==> src/rtl/rv_csr_pkg.sv <==
// Shared CSR addresses, cause codes and enums for the M-mode trap controller.
// csr_apply computes the value a CSR instruction would write back.
package rv_csr_pkg;

  localparam logic [11:0] CSR_MSTATUS   = 12'h300;
  localparam logic [11:0] CSR_MIE       = 12'h304;
  localparam logic [11:0] CSR_MTVEC     = 12'h305;
  localparam logic [11:0] CSR_MSCRATCH  = 12'h340;
  localparam logic [11:0] CSR_MEPC      = 12'h341;
  localparam logic [11:0] CSR_MCAUSE    = 12'h342;
  localparam logic [11:0] CSR_MIP       = 12'h344;
  localparam logic [11:0] CSR_MCYCLE    = 12'hB00;
  localparam logic [11:0] CSR_MINSTRET  = 12'hB02;
  localparam logic [11:0] CSR_MCYCLEH   = 12'hB80;
  localparam logic [11:0] CSR_MINSTRETH = 12'hB82;

  localparam logic [4:0] CAUSE_MSI    = 5'd3;
  localparam logic [4:0] CAUSE_MTI    = 5'd7;
  localparam logic [4:0] CAUSE_LOCAL0 = 5'd16;

  typedef enum logic [2:0] {
    OP_RW  = 3'b001,
    OP_RS  = 3'b010,
    OP_RC  = 3'b011,
    OP_RWI = 3'b101,
    OP_RSI = 3'b110,
    OP_RCI = 3'b111
  } csr_op_e;

  typedef enum logic {
    RUN   = 1'b0,
    DRAIN = 1'b1
  } trap_state_e;

  function automatic logic [31:0] csr_apply(input logic [2:0]  op,
                                            input logic [31:0] old_val,
                                            input logic [31:0] wval);
    case (csr_op_e'(op))
      OP_RW, OP_RWI: return wval;
      OP_RS, OP_RSI: return old_val | wval;
      OP_RC, OP_RCI: return old_val & ~wval;
      default:       return old_val;
    endcase
  endfunction

endpackage

==> src/rtl/rv_irq_prio_enc.sv <==
// Fixed-priority interrupt encoder: irq[0] highest, then MSI, then MTI.
module rv_irq_prio_enc
  import rv_csr_pkg::*;
#(
  parameter int NUM_IRQ = 4
) (
  input  logic [NUM_IRQ-1:0] irq_pend,
  input  logic               msi_pend,
  input  logic               mti_pend,
  output logic               any_pend,
  output logic [4:0]         cause
);

  // Lowest priority assigned first so higher-priority sources overwrite it.
  always_comb begin
    any_pend = (|irq_pend) | msi_pend | mti_pend;
    cause    = '0;
    if (mti_pend) cause = CAUSE_MTI;
    if (msi_pend) cause = CAUSE_MSI;
    for (int i = NUM_IRQ - 1; i >= 0; i--) begin
      if (irq_pend[i]) cause = CAUSE_LOCAL0 + 5'(i);
    end
  end

endmodule

==> src/rtl/rv_trap_ctrl.sv <==
// M-mode CSR file and trap/interrupt controller beside the rv32i MEM stage.
//   state | meaning
//   RUN   | traps and mret may redirect the pipeline
//   DRAIN | redirect in flight; traps/mret blocked until drain_cnt expires
module rv_trap_ctrl
  import rv_csr_pkg::*;
#(
  parameter int          NUM_IRQ     = 4,
  parameter logic [31:0] MTVEC_RESET = 32'h0000_0100,
  parameter bit          VECTORED_EN = 1'b1,
  parameter int          DRAIN_CYC   = 3
) (
  input  logic               clk,
  input  logic               reset,
  input  logic               csr_valid,
  input  logic [11:0]        csr_addr,
  input  logic [2:0]         csr_op,
  input  logic [31:0]        csr_wdata,
  output logic [31:0]        csr_rdata,
  output logic               csr_illegal,
  input  logic               instr_valid,
  input  logic [31:0]        pc_mem,
  input  logic               mret_mem,
  input  logic               stall_pipl,
  input  logic               timer_int,
  input  logic               sw_int,
  input  logic [NUM_IRQ-1:0] irq_i,
  output logic               trap_taken,
  output logic [31:0]        trap_pc,
  output logic               mret_exec,
  output logic [31:0]        mret_pc
);

  localparam int CW = (DRAIN_CYC > 2) ? $clog2(DRAIN_CYC) : 1;
  localparam logic [CW-1:0] DRAIN_INIT = CW'(DRAIN_CYC - 1);

  trap_state_e   state;
  logic [CW-1:0] drain_cnt;
  logic          mst_mie, mst_mpie;
  logic [31:0]   mie_q, mtvec_q, mscratch_q, mepc_q, mcause_q;
  logic [63:0]   mcycle_q, minstret_q;
  logic [31:0]   mip, mstatus_rd, csr_old, csr_new;
  logic          csr_hit, csr_we, irq_any, take;
  logic [4:0]    irq_cause;

  always_comb begin
    mip                 = '0;
    mip[3]              = sw_int;
    mip[7]              = timer_int;
    mip[16 +: NUM_IRQ]  = irq_i;
  end

  assign mstatus_rd = {19'b0, 2'b11, 3'b0, mst_mpie, 3'b0, mst_mie, 3'b0};

  rv_irq_prio_enc #(.NUM_IRQ(NUM_IRQ)) u_prio (
    .irq_pend (irq_i & mie_q[16 +: NUM_IRQ]),
    .msi_pend (sw_int & mie_q[3]),
    .mti_pend (timer_int & mie_q[7]),
    .any_pend (irq_any),
    .cause    (irq_cause)
  );

  always_comb begin
    csr_hit = 1'b1;
    csr_old = '0;
    case (csr_addr)
      CSR_MSTATUS:   csr_old = mstatus_rd;
      CSR_MIE:       csr_old = mie_q;
      CSR_MTVEC:     csr_old = mtvec_q;
      CSR_MSCRATCH:  csr_old = mscratch_q;
      CSR_MEPC:      csr_old = mepc_q;
      CSR_MCAUSE:    csr_old = mcause_q;
      CSR_MIP:       csr_old = mip;
      CSR_MCYCLE:    csr_old = mcycle_q[31:0];
      CSR_MCYCLEH:   csr_old = mcycle_q[63:32];
      CSR_MINSTRET:  csr_old = minstret_q[31:0];
      CSR_MINSTRETH: csr_old = minstret_q[63:32];
      default:       csr_hit = 1'b0;
    endcase
  end

  assign csr_new     = csr_apply(csr_op, csr_old, csr_wdata);
  assign csr_rdata   = csr_valid ? csr_old : '0;
  assign csr_illegal = csr_valid & ~csr_hit;

  assign take = (state == RUN) & mst_mie & irq_any & instr_valid & ~stall_pipl;

  // Set/clear forms (op[1]=1) with a zero operand must not write.
  assign csr_we = csr_valid & csr_hit & (csr_op[1:0] != 2'b00) & ~stall_pipl & ~take
                & ~(csr_op[1] & (csr_wdata == '0));

  assign trap_taken = take;
  assign trap_pc    = take ? ({mtvec_q[31:2], 2'b00}
                              + ((mtvec_q[1:0] == 2'b01) ? {25'b0, irq_cause, 2'b00} : 32'd0))
                           : '0;
  assign mret_exec  = (state == RUN) & mret_mem & instr_valid & ~stall_pipl & ~take;
  assign mret_pc    = mepc_q;

  always_ff @(posedge clk) begin
    if (reset) begin
      state      <= RUN;
      drain_cnt  <= '0;
      mst_mie    <= 1'b0;
      mst_mpie   <= 1'b0;
      mie_q      <= '0;
      mtvec_q    <= MTVEC_RESET;
      mscratch_q <= '0;
      mepc_q     <= '0;
      mcause_q   <= '0;
      mcycle_q   <= '0;
      minstret_q <= '0;
    end else begin
      mcycle_q <= mcycle_q + 64'd1;
      if (instr_valid & ~stall_pipl & ~take) minstret_q <= minstret_q + 64'd1;

      if (csr_we) begin
        case (csr_addr)
          CSR_MSTATUS: begin
            mst_mie  <= csr_new[3];
            mst_mpie <= csr_new[7];
          end
          CSR_MIE:       mie_q      <= csr_new;
          CSR_MTVEC:     mtvec_q    <= {csr_new[31:2], 1'b0, csr_new[0] & VECTORED_EN};
          CSR_MSCRATCH:  mscratch_q <= csr_new;
          CSR_MEPC:      mepc_q     <= {csr_new[31:2], 2'b00};
          CSR_MCAUSE:    mcause_q   <= csr_new;
          CSR_MCYCLE:    mcycle_q   <= {mcycle_q[63:32], csr_new};
          CSR_MCYCLEH:   mcycle_q   <= {csr_new, mcycle_q[31:0]};
          CSR_MINSTRET:  minstret_q <= {minstret_q[63:32], csr_new};
          CSR_MINSTRETH: minstret_q <= {csr_new, minstret_q[31:0]};
          default: ;
        endcase
      end

      if (take) begin
        mepc_q   <= pc_mem;
        mcause_q <= {1'b1, 26'b0, irq_cause};
        mst_mpie <= mst_mie;
        mst_mie  <= 1'b0;
      end else if (mret_exec) begin
        mst_mie  <= mst_mpie;
        mst_mpie <= 1'b1;
      end

      case (state)
        RUN: begin
          if (take | mret_exec) begin
            state     <= DRAIN;
            drain_cnt <= DRAIN_INIT;
          end
        end
        DRAIN: begin
          if (~stall_pipl) begin
            if (drain_cnt == '0) state <= RUN;
            else drain_cnt <= drain_cnt - CW'(1);
          end
        end
        default: state <= RUN;
      endcase
    end
  end

endmodule

==> config.mk <==
export PLATFORM = sky130hd
export DESIGN_NAME = rv_trap_ctrl
export DESIGN_NICKNAME = d
export VERILOG_FILES = /design/src/rtl/rv_csr_pkg.sv /design/src/rtl/rv_irq_prio_enc.sv /design/src/rtl/rv_trap_ctrl.sv
export SDC_FILE = /design/constraint.sdc
export NUM_CORES = 1
export LEC_CHECK = 0
export BUFFER_PORTS_ARGS = -buffer_cell sky130_fd_sc_hd__buf_4
export CAP_MARGIN = 20
export CORE_MARGIN = 2
export CORE_UTILIZATION = 25
export CTS_CLUSTER_DIAMETER = 60
export DETAILED_ROUTE_END_ITERATION = 12
export GPL_TIMING_DRIVEN = 0
export PLACE_DENSITY = 0.39
export SETUP_SLACK_MARGIN = 0.3
export SLEW_MARGIN = 20
export SYNTH_ARGS = -nofsm -noshare
export SYNTH_HDL_FRONTEND = slang
export SYNTH_HIERARCHICAL = 1
export SYNTH_SLANG_ARGS = --single-unit
==> constraint.sdc <==
create_clock -name clk -period 4.5 [get_ports clk]
set_clock_uncertainty 0.1 [all_clocks]
set_input_delay 0.45 -clock clk [delete_from_list [all_inputs] [get_ports clk]]
set_output_delay 0.45 -clock clk [all_outputs]
set_load 0.02 [all_outputs]
# Word level (Yosys, flattened, before mapping)
# Cells that the tools add are included.
op_classes:
  addsub: 4
  muxes: 38
  eq_ne: 24
  bitwise_logic: 31
  n_reduce_logical: 25
ops:
  columns: ["op", "n"]
  rows:
  - ["$pmux 32 s11", 1]
  - ["$mux 32", 8]
  - ["$pmux 64 s2", 2]
  - ["$mux 64", 3]
  - ["$add 64x1->64 const B", 2]
  - ["$pmux 32 s3", 1]
  - ["$eq 12x10->1 const B", 7]
  - ["$eq 12x12->1 const B", 4]
  - ["$add 32x7->32", 1]
  - ["$and 32x32->32", 1]
  - ["$logic_not 32->1", 1]
  - ["$not 32->32", 1]
  - ["$or 32x32->32", 1]
  - ["$mux 5", 4]
  - ["$and 1x1->1", 19]
  - ["$reduce_and 2->1", 8]
  - ["$ne 2x2->1 const B", 6]
  - ["$reduce_bool 2->1", 6]
  - ["$mux 1", 11]
  - ["$reduce_or 11->1", 1]
  - ["$eq 3x3->1 const B", 3]
  - ["$reduce_or 2->1", 4]
  - ["$mux 7", 1]
  - ["$eq 3x2->1 const B", 2]
  - ["other kinds (14)", 24]
totals:
  in_bits: 91
  wordCells: 136
  register_bits: 292

# Depth between registers and ports, before layout
depth:
  ltp_word: 13
  depth_mapped: 13
  mapped_depth_nobuf: 13

# Hierarchy
# The synthesis kept the hierarchy.
modules_own_cells:
  columns: ["mod", "area_per_inst_um2", "n_inst", "seq_area_each_um2", "cells_per_inst"]
  rows:
  - ["rv_trap_ctrl", 18712.9, 1, 5845.6, 2411]
  - ["rv_irq_prio_enc", 67.6, 1, 0.0, 10]

# Least setup slack after synthesis
# Ideal clock, no wire load.
synth_path:
  path_type: "input to output"
  from: "input port irq_i[2]"
  to: "output port trap_pc[21]"
  cell_stages: 11
  t_arrival_ps: 3224
  slack_ps: 726
  cell_sequence: "and2_1 > or4_4 > nor3b_1 > and2_1 > ha_1 > a21oi_1 > o21bai_1 > a21oi_1 > clkbuf_1 > nor3_1 > o21ai_0"
synth_between:
  word_cells_on_any_way: 13
synth_rtl:
  columns: ["item", "line", "source"]
  rows:
  - ["start: declaration", "rv_trap_ctrl.sv:27", "input logic [NUM_IRQ-1:0] irq_i,"]
  - ["$and 4x4->4", "rv_trap_ctrl.sv:56", ".irq_pend (irq_i & mie_q[16 +: NUM_IRQ]),"]
  - ["$mux 5 (3 in a row)", "rv_irq_prio_enc.sv:21", "if (irq_pend[i]) cause = CAUSE_LOCAL0 + 5'(i);"]
  - ["net irq_cause[4]", "rv_trap_ctrl.sv:44", "logic [4:0] irq_cause;"]
  - ["$mux 7", "rv_trap_ctrl.sv:94", "+ ((mtvec_q[1:0] == 2'b01) ? {25'b0, irq_cause, 2'b00} : 32'd0))"]
  - ["$add 32x7->32", "rv_trap_ctrl.sv:94", null]
  - ["$mux 32", "rv_trap_ctrl.sv:93", "assign trap_pc = take ? ({mtvec_q[31:2], 2'b00}"]
  - ["end: declaration", "rv_trap_ctrl.sv:29", "output logic [31:0] trap_pc,"]
# The timed path passes the listed nets, and every way through them passes these cells.

# Worst setup path in the final report
layout_path:
  from: "input port csr_addr[1]"
  to: "register mcycle_q[52]"
layout_between:
  elab_chain_len: 9
  word_cells_on_any_way: 25
layout_lines:
  columns: ["item", "line", "source"]
  rows:
  - ["start: declaration", "rv_trap_ctrl.sv:16", "input logic [11:0] csr_addr,"]
  - ["$eq 12x12->1 (tied with other cells)", "rv_trap_ctrl.sv:66", "case (csr_addr)"]
  - ["$reduce_or 11->1 (no source line)", null, null]
  - ["$mux 1", "rv_trap_ctrl.sv:66", null]
  - ["$and 1x1->1 (4 in a row)", "rv_trap_ctrl.sv:89", "assign csr_we = csr_valid & csr_hit & (csr_op[1:0] != 2'b00) & ~stall_pipl & ~take"]
  - ["$and 1x1->1", "rv_trap_ctrl.sv:90", "& ~(csr_op[1] & (csr_wdata == '0));"]
  - ["$ne 2x2->1 (no source line) or $mux 64 (tied branches)", null, null]
  - ["end signal: assignment", "rv_trap_ctrl.sv:113", "mcycle_q <= mcycle_q + 64'd1;"]
  - ["end signal: assignment", "rv_trap_ctrl.sv:127", "CSR_MCYCLE: mcycle_q <= {mcycle_q[63:32], csr_new};"]
  - ["end signal: assignment", "rv_trap_ctrl.sv:128", "CSR_MCYCLEH: mcycle_q <= {csr_new, mcycle_q[31:0]};"]
  - ["end: declaration", "rv_trap_ctrl.sv:41", "logic [63:0] mcycle_q, minstret_q;"]
# Parallel ways exist; a longest one is shown, timed or not.
# A chain may end at the register's enable or synchronous reset.

==> metrics.csv <==
stage,metric,value,unit
power,ir_worst_vdd,0.0002383,V
cells_and_area,multiInputGateArea,12380,um^2
run,cap_violations,0,
sta,report.final.slew_viol_count,0,
floorplanning,die_w,278.1,um
routing,num_vias,23320,
sta,worst_slew_pin_slew,1.195,ns
cells_and_area,stdcell_area,24030,um^2
floorplanning,pin_count,190,
yosys,muxShareOfSynthArea,0.03638,
setup_path,worst-setup-path-type,input port to flop,
global_route,antenna_found_initial,4,
global_route,grt_max_degree,13,
clock_network,clkTransAtPathRegs,0.06,ns
setup_path,critical-path-top-delay-family,buffers and inverters,
setup_path,reg2reg_to,mie_q[28],
setup_path,cp-end-kind,flop,
routing,drtIter0Drc,2867,
placed_design,place.gp.congestion,1.044,
yosys,synth_xor_area_frac,0.04430,
setup_path,rr_startpoint,mie_q[19],
cells_and_area,final_layout_size_suffix_gt1_frac,0.1872,
yosys,synth_edf_count,0,
setup_path,cpMostUsedCell,buf_2,
routing,routed_wl,147.4,mm
cells_and_area,nFillCells,8010,
power,power.clock.fraction,0.518,
cells_and_area,syn_to_final_growth,27.95,%
setup_path,r2r.worst_path.cells,11,
routing,viasPerCell,6.283,
power,internal_power,4983,uW
yosys,synth_area,18780,um^2
setup_path,path_depth,11,
routing,wl_per_cell,39.70,um
clock_network,h-tree-depth,2,
sta,fin_crit,4.344,ns
clock_network,cts_tree,built,
placed_design,hpwlAfterDp,115.6,mm
setup_path,crit_fanout,10,
hold_path,min_to,mret_pc[1],
setup_path,path_buf_inv,4,
yosys,yosys.area_share.simple,0.2676,
sta,finalCritPeriodShare,0.9653,
yosys,yosysWarnings,6,
setup_path,arrival,4.67,ns
routing,dr.pass1.iters,5,
clock_network,numCtsBuffers,45,
power,switching_share,0.2969,
sta,maxSlewHeadroom,0.2033,
setup_path,critical_path.cell_chain,buf_2 -> buf_2 -> buf_2 -> nor2_1 -> nand4_1 -> o211ai_1 -> nor3_1 -> a22o_1 -> clkbuf_2 -> o32a_1 -> a21oi_1,
sta,tns,0,ns
hold_path,min_from,pc_mem[1],
cells_and_area,seq_area,5847,um^2
yosys,syn_area_per_cell,7.757,um^2
routing,drt.antenna.violating_nets,0,
floorplanning,initial_core_util,0.2523,
yosys,synthTopCellsByArea,"dfxtp_1, a211oi_1, nor2_1, nand2_1, nand4_1",
yosys,synth-seq-area-share,0.3113,
run_status,status,completed,
sta,setup_violations,0,
global_route,grt_remaining_overflow,0,
floorplanning,die_h,278.1,um
cells_and_area,fin_nets,2807,
placed_design,dp_slack,-0.5846,ns
yosys,synth_area_leader_cell,dfxtp_1,
yosys,synth_ff_type,dfxtp_1,
global_route,grt_pass1_wl,194.3,mm
hold_path,holdPathStages,3,
setup_path,cp_slowest_cell,nor3_1,
hold_path,hold_class,input port to flop,
yosys,synthCells,2421,
placed_design,dpl-instance-area,21780,um^2
yosys,yosys.area.top_type_share,0.3113,
floorplanning,die-area,77330,um^2
power,seqPwrFrac,0.367,
yosys,synth_fa_ha_area_frac,0.006396,
power,power.density,294.9,nW/um^2
floorplanning,core.rowCount,100,
clock_network,clock_path_buffers,3,
yosys,synth.distinct_cells,96,
setup_path,critPathMaxStageDelay,0.93,ns
setup_path,r2r_slack,0.33,ns
setup_path,required,4.83,ns
setup_path,cp-start-kind,input port,
routing,drc,0,
power,switchingPower,2104,uW
yosys,synth_compound_gate_area_share,0.2803,
yosys,ys_ff_latch,292,
clock_network,clk_latency,0.61,ns
power,p_leak,0.008123,uW
power,combPwrFrac,0.115,
global_route,first_global_vias,21830,
placed_design,port_buffers,180,
sta,rsz0062_at_grt,yes,
floorplanning,core_area,74450,um^2
yosys,synth_top_family_by_area,compound AO/OA/AOI/OAI gates,
sta,clock.fmax,230.2,MHz
clock_network,clock_sinks,292,
global_route,track_usage,0.3668,
clock_network,root_buffer,clkbuf_16,
sta,setup_slack,0.1561,ns
yosys,ys_async_sr_fraction,0,
sta,hold_viol,0,
[power groups by stage]
stage	sequential [uW]	clock (uW)	combinational, uW
2_1_floorplan	2650	0	264
3_3_place_gp	2660	0	694
3_5_place_dp	2660	0	744
4_1_cts	2600	3700	772
5_1_grt	2600	3790	797
6_report	2600	3670	813
[synthesized netlist by cell type (8+ instances only)]
cell and instances:
a2111oi_0 13, a211oi_1 155, a21o_1 32, a21oi_1 129
a221o_1 11, a221oi_1 16, a22o_1 16, a22oi_1 72
a31oi_1 33, and2_1 23, and3_1 36, and4_1 17
buf_1 14, buf_2 53, buf_4 8, clkbuf_1 137
dfxtp_1 292, ha_1 8, inv_1 24, mux2_2 24
mux2i_1 39, nand2_1 193, nand2b_1 17, nand3_1 83
nand4_1 105, nor2_1 294, nor3_1 80, nor3b_1 12
nor4_1 34, o2111ai_1 8, o211a_1 11, o211ai_1 14
o21a_1 14, o21ai_0 85, o221ai_1 11, o22ai_1 14
o32ai_1 10, or3_1 19, or4_1 8, xnor2_1 72
xor2_1 23
[worst max path at each step]
stage | startpoint | end | slack (ns)
final | csr_addr[1] | mcycle_q[52] | 0.16
after global routing | mie_q[17] | trap_pc[22] | 0.23
after CTS | csr_addr[0] | csr_rdata[14] | 0.31
after detailed placement | csr_addr[7] | mret_pc[4] | -0.58
after global placement | csr_addr[1] | minstret_q[47] | -2.91
after floorplan | irq_i[2] | trap_pc[21] | 0.73
[worst register-to-register path: stages (launching register included)]
cell      delay [ns]
dfxtp_1         0.34
and2_1          0.19
or4_4           0.51
or3_1           0.39
nand3b_1        0.22
o2111a_1        0.20
clkbuf_2        0.37
and3_1          0.23
clkbuf_1        0.38
clkbuf_1        0.72
nor2_1          0.10
a211oi_1        0.27
[flip-flops by register name, summed over array words and instances, names as in the netlist]
register	flops
mst_mpie	1
mret_pc	32
mcause_q	32
state	1
mst_mie	1
minstret_q	64
mie_q	32
mcycle_q	64
mscratch_q	32
mtvec_q	31
drain_cnt	2
[logic make-up (layout without fill, tap and decap cells)]
group / after synthesis / count (layout)
DFF: 292 / 292
buffers and inverters: 239 / 558
muxes: 64 / 64
AOI/OAI and AO/OA: 737 / 737
other: 2 / 5
adders and majority gates: 9 / 9
xor gates and xnor gates: 95 / 95
and+or+nand+nor: 983 / 983
[through the flow]
stage / instances / hold WS (ns) / util / power [uW]
2_1_floorplan: 2422 / 0.3402 / - / 2915
3_3_place_gp: 3571 / 0.3576 / 0.2868 / 3350
3_5_place_dp: 3588 / 0.3591 / 0.2926 / 3400
4_1_cts: 3707 / 0.0001611 / 0.3210 / 7071
5_1_grt: 3710 / 0.02042 / 0.3227 / 7191
6_report: 3712 / 0.01962 / 0.3228 / 7087
[placed cells by master, fill, tap and decap left out, drive strengths merged, types with 39 or more instances in the layout]
master	synthesis	layout
nand3	83	83
nand4	105	105
xnor2	72	72
dfxtp	292	292
buf	76	284
nor3	83	83
o21ai	91	91
mux2i	39	39
a211oi	156	156
nand2	194	194
a22oi	72	72
clkbuf	137	197
nor2	295	295
a21oi	130	130
nor4	44	44
[layout make-up]
cell class	count	area share
Multi-Input combinational cell	1891	0.5154
Antenna cell	2	0.0002083
Clock inverter	23	0.01010
Timing Repair Buffer	238	0.08294
Buffer	213	0.04046
Clock buffer	58	0.05306
Inverter	26	0.004113
Sequential cell	292	0.2433
Tap cell	969	0.05045
[layer usage]
metal	vias up	global-route usage	share of wire
met4	4	0.2464	0.081
met2	1486	0.5560	0.42
li1	9779	-	-
met5	-	0	0.00016
met3	389	0.09066	0.095
met1	11670	0.4594	0.40
[timing repair]
item / CTS / global route
resized for setup: 67 / 35
setup endpoints to repair: 256 / 84
hold endpoints to repair: 28 / 0
setup buffers: 10 / 2
pin swaps: 9 / 2
hold buffers: 28 / 0
(Power assumes the default switching activity.)
